`src/rtl/calc_seg_scan.sv`:
```
// calc_seg_scan: multiplexed 8-digit common-anode 7-segment scanner for the
// 32-bit calculator result bus. One digit is lit per SCAN_DIV-cycle slot.
// The value is snapshotted at each frame boundary (transition into digit 0)
// so the digits of a frame always come from one coherent value.
// Optional build macro: CALC_SEG_LZ_BLANK_EN enables leading-zero blanking
// of digits 1..7 (digit 0 is always shown).
module calc_seg_scan #(
  parameter int SCAN_DIV = 100000
) (
  input  logic        clk,
  input  logic        rst_n,
  input  logic [31:0] cal_result,
  output logic [7:0]  an,
  output logic [6:0]  seg,
  output logic        dp,
  output logic        frame_start
);

  localparam int              CW      = $clog2(SCAN_DIV);
  localparam logic [CW-1:0]   CNT_MAX = CW'(SCAN_DIV - 1);

  // Active-low {g,f,e,d,c,b,a} pattern for one hex digit.
  function automatic logic [6:0] hex_to_seg(input logic [3:0] nib);
    logic [6:0] s;
    case (nib)
      4'h0: s = 7'b1000000;
      4'h1: s = 7'b1111001;
      4'h2: s = 7'b0100100;
      4'h3: s = 7'b0110000;
      4'h4: s = 7'b0011001;
      4'h5: s = 7'b0010010;
      4'h6: s = 7'b0000010;
      4'h7: s = 7'b1111000;
      4'h8: s = 7'b0000000;
      4'h9: s = 7'b0010000;
      4'hA: s = 7'b0001000;
      4'hB: s = 7'b0000011;
      4'hC: s = 7'b1000110;
      4'hD: s = 7'b0100001;
      4'hE: s = 7'b0000110;
      default: s = 7'b0001110;
    endcase
    return s;
  endfunction

  logic [CW-1:0] div_cnt;
  logic [2:0]    idx;
  logic [31:0]   snap;

  logic          tick;
  logic          frame_edge;
  logic [2:0]    idx_next;
  logic [31:0]   frame_value;
  logic [3:0]    nibble;
  logic          blank;
  logic [7:0]    an_next;
  logic [6:0]    seg_next;

  assign tick        = (div_cnt == CNT_MAX);
  assign idx_next    = idx + 3'd1;
  assign frame_edge  = tick && (idx == 3'd7);
  // Digit 0 of a new frame decodes from the value being captured right now,
  // not from the stale snapshot.
  assign frame_value = frame_edge ? cal_result : snap;
  assign dp          = 1'b1;

  // Decode the digit that becomes active on the next tick.
  always_comb begin
    // NOTE: every signal gets a default first so no path can infer a latch.
    blank    = 1'b0;
    nibble   = frame_value[{idx_next, 2'b00} +: 4];
`ifdef CALC_SEG_LZ_BLANK_EN
    blank    = (idx_next != 3'd0) && ((frame_value >> {idx_next, 2'b00}) == 32'd0);
`endif
    an_next  = blank ? 8'hFF : ~(8'd1 << idx_next);
    seg_next = blank ? 7'h7F : hex_to_seg(nibble);
  end

  // Slot divider: counts 0..SCAN_DIV-1 and wraps; tick marks the last cycle.
  always_ff @(posedge clk or negedge rst_n) begin
    // NOTE: sequential state uses non-blocking assignments only, so every
    // flop samples pre-edge values regardless of block ordering.
    if (!rst_n)    div_cnt <= '0;
    else if (tick) div_cnt <= '0;
    else           div_cnt <= div_cnt + 1'b1;
  end

  // Digit index, frame snapshot and registered pin drive.
  always_ff @(posedge clk or negedge rst_n) begin
    if (!rst_n) begin
      idx         <= 3'd0;
      // NOTE: the snapshot is reset because the display must read 0 before
      // the first frame boundary; it is a register, not a memory array.
      snap        <= 32'd0;
      an          <= 8'hFF;
      seg         <= 7'h7F;
      frame_start <= 1'b0;
    end else begin
      frame_start <= frame_edge;
      if (tick) begin
        idx <= idx_next;
        an  <= an_next;
        seg <= seg_next;
      end
      if (frame_edge) snap <= cal_result;
    end
  end

endmodule

```
`config.mk`:
```
export PLATFORM = sky130hd
export DESIGN_NAME = calc_seg_scan
export DESIGN_NICKNAME = d
export VERILOG_FILES = /design/src/rtl/calc_seg_scan.sv
export SDC_FILE = /design/constraint.sdc
export NUM_CORES = 1
export LEC_CHECK = 0
export ABC_CLOCK_PERIOD_IN_PS = 3800
export CAP_MARGIN = 10
export CORE_MARGIN = 2
export CORE_UTILIZATION = 35
export DETAILED_ROUTE_END_ITERATION = 12
export GPL_ROUTABILITY_DRIVEN = 0
export PLACE_DENSITY = 0.59
export SETUP_SLACK_MARGIN = 0.02
export SYNTH_ARGS = -nofsm -noshare
export SYNTH_HDL_FRONTEND = slang
export SYNTH_SLANG_ARGS = --single-unit
```
`constraint.sdc`:
```
create_clock -name clk -period 3.8 [get_ports clk]
set_clock_uncertainty 0.1 [all_clocks]
set_input_delay 0.57 -clock clk [delete_from_list [all_inputs] [get_ports clk]]
set_output_delay 0.57 -clock clk [all_outputs]
set_load 0.01 [all_outputs]
```
==> results.md <==
* Rel. slew slack at 0.5376
* Row count at 36
* Num Clock Sinks at 68
* Vias in the first global route at 2,540
* VDD IR max at 0.1369 mV
* Total GRT Usage at 0.1488
* Die area at 0.01097 mm²
* Setup slack after layout at 0.3450 ns
* Clk slew on worst S/H paths at 0.08 ns
* Max Freq at 289.4 MHz
* Critical path required time at 3.97 ns
* Sequential power share at 0.507
* Final setup violation count at 0
* Die H at 104.7 µm
* Tcrit/Tclk final at 0.9092
* Largest net degree at the start of global routing at 40
* N_diodes at 0
* Leakage at 1.740 nW
* H-tree levels at 3
* Startpoint Class: flop
* Min-Delay Path Class: in -> async
* GR Overflow Total at 0
* Psw at 0.0003075 W
* CTS buffer count at 9
* Async SR Flop Fraction at 1.000
* Status: complete, no violations
* Net Count, Synth at 380
* Final Hold Fails at 0
* Clock Path Buffers at 2
* Ys flop type: dfrtp_1
* P_int at 0.001134 W
* Die Span X at 104.7 µm
* Clock power share at 0.439
* Initial DRC count at 129
* Routed Wire Length at 7684 µm
* Vias per cell at 4.946
* Worst Setup End Kind: flop
* Antenna Nets Post-Route at 0
* Switch share at 0.2133
* Post-layout min period at 3.455 ns
* Area Growth Syn to Fin at 22.54%
* Number of remaining DRC errors at 0
* Sequential cell area fraction in the yosys report at 0.4843
* CTS tree: built
* Most frequent cells in the layout: 74 x nand2_1, 53 x dfrtp_1, 48 x clkdlybuf4s50_1, 20 x nor2_1, 17 x nand3_1
* Root Driver: clkbuf_8
* Clk Latency, worst-skew pair at 0.34 ns
* Post-CTS Setup Bufs at 0
* Share of layout cells above drive strength 1 at 0.1771
* Library cells used by synthesis at 50
* First-pass GRT wire length at 12,840 µm
* Detailed Routing Iterations Pass 1 at 5
* Post-Syn Instances at 333
* Final max-slew violation count at 0
* Combinational Power Share at 0.054
* Maxcap violations at 0
* Multi-input combinational cell area at 0.001688 mm²
* Vias post-DR at 2,557
* Post-CTS Resized at 0
* Synthesized cell area at 0.003552 mm²
* Starting Density at 0.3617
* Antenna violations before repair at 0
* Commonest non-fill, non-tap cell in the layout: nand2_1
* Port bufs at 49
* Dpl ws at 0.3753 ns
* Unrepaired setup endpoints after global routing: no
* Layout fillers at 982
* Routed len/inst at 14.86 µm
* Crit-path max FO at 9
* Critical path type: reg -> reg
* Final HPWL DP at 5519 µm
* Synth Register Bits at 68
* CORE AREA at 0.009819 mm²
* Synthesized area per cell at 10.67 µm²
* Setup TNS at 0 ns
* Register area at 0.001720 mm²
* Tightest Pin Transition at 0.6936 ns
* Io pins at 51
* Post-synth EDFFs at 0
* Ys Warns at 0
* Power density over the cells at 331.1 mW/mm²
* Layout net count at 427
* Cts hold-fix bufs at 0
* Worst Path Arrival at 3.62 ns
-- through the flow --
stage / power, W / area, µm² / hold slack, ns / instances / util
floorplan: 0.0007675 / 3552 / 0.1744 / 333 / -
global placement: 0.0008220 / 4149 / 0.3442 / 502 / 0.4225
detailed placement: 0.0008229 / 4149 / 0.3504 / 502 / 0.4225
CTS: 0.001458 / 4353 / 0.1801 / 517 / 0.4433
global route: 0.001501 / 4353 / 0.2197 / 517 / 0.4433
finish: 0.001441 / 4353 / 0.1649 / 517 / 0.4433
-- flip-flops by register name, indices dropped and copies added, names as in the netlist --
signal / count
div_cnt: 17
seg: 7
snap: 32
idx: 3
an: 8
frame_start: 1
-- logic make-up after synthesis --
group | after synthesis | synth area share
XOR/XNOR | 16 | 0.04157
multiplexers | 30 | 0.1282
buffers and inverters | 30 | 0.04050
AO/OA/AOI/OAI | 36 | 0.07010
adder cells (fa/ha/maj) | 13 | 0.04579
other | 1 | 0.001056
flip-flops | 68 | 0.4843
AND/OR/NAND/NOR | 139 | 0.1885
-- synth_stat cells (3+ instances only) --
library cell | n | area (µm²)
a31oi_1 | 6 | 37.54
and4_1 | 5 | 43.79
buf_4 | 3 | 22.52
clkbuf_1 | 11 | 41.29
dfrtp_1 | 53 | 1326
dfstp_2 | 15 | 394.1
ha_1 | 13 | 162.7
inv_1 | 9 | 33.78
mux2_2 | 10 | 112.6
mux2i_1 | 8 | 80.08
mux4_2 | 11 | 247.7
nand2_1 | 74 | 277.8
nand3_1 | 17 | 85.08
nand4_1 | 6 | 37.54
nor2_1 | 20 | 75.07
nor4b_1 | 3 | 26.28
o211ai_1 | 4 | 30.03
o21a_1 | 4 | 30.03
o21ai_0 | 10 | 50.05
o221ai_1 | 3 | 26.28
xnor2_1 | 9 | 78.83
xor2_1 | 6 | 52.55
-- critical path, stage by stage (launching register included) --
cell and delay (ns):
dfrtp_1 0.50, ha_1 0.23, ha_1 0.53, nand2_4 0.22, mux4_2 0.48, nand2_1 0.08
and4_1 0.36, inv_1 0.12, ha_1 0.26, mux2i_1 0.15, mux2i_1 0.08, mux2_2 0.27
-- routing by layer --
| metal | global-route usage | part of all wire | vias up |
|---|---|---|---|
| li1 | - | - | 1252 |
| met1 | 0.2081 | 0.50 | 1247 |
| met4 | 0.05143 | 0.011 | 0 |
| met2 | 0.2236 | 0.45 | 50 |
| met5 | 0 | 0 | - |
| met3 | 0.03868 | 0.038 | 8 |
-- path summary, 6_finish.rpt --
path                                              to               start  slack, ns  cells after the start
worst max-delay path              seg[3]$_DFFE_PN1N_  idx[0]$_DFFE_PN0N_       0.34                     11
worst min-delay path            div_cnt[6]$_DFF_PN0_               rst_n       0.16                      1
worst max register to register    seg[3]$_DFFE_PN1N_  idx[0]$_DFFE_PN0N_       0.34                     11
worst min register to register    snap[25]$_DFF_PN0_  snap[25]$_DFF_PN0_       0.36                      2
max in group asynchronous          an[3]$_DFFE_PN1N_               rst_n       2.44                      2
min in group clk                  snap[25]$_DFF_PN0_  snap[25]$_DFF_PN0_       0.36                      2
-- layout make-up --
cell class | count | area share
Sequential cell | 68 | 0.3952
Multi-Input combinational cell | 235 | 0.3878
Timing Repair Buffer | 55 | 0.1219
Tap cell | 133 | 0.03823
Clock buffer | 9 | 0.02846
Clock inverter | 6 | 0.01840
Inverter | 11 | 0.01006
-- power groups by stage --
stage / Combinational (W) / Clock, W / Sequential, W
after floorplan: 0.0000239 / 0 / 0.000744
after global placement: 0.0000782 / 0 / 0.000744
after detailed placement: 0.0000789 / 0 / 0.000744
after CTS: 0.0000790 / 0.000649 / 0.000731
after global routing: 0.0000855 / 0.000684 / 0.000731
final: 0.0000774 / 0.000633 / 0.000731
(Power assumes the default switching activity.)
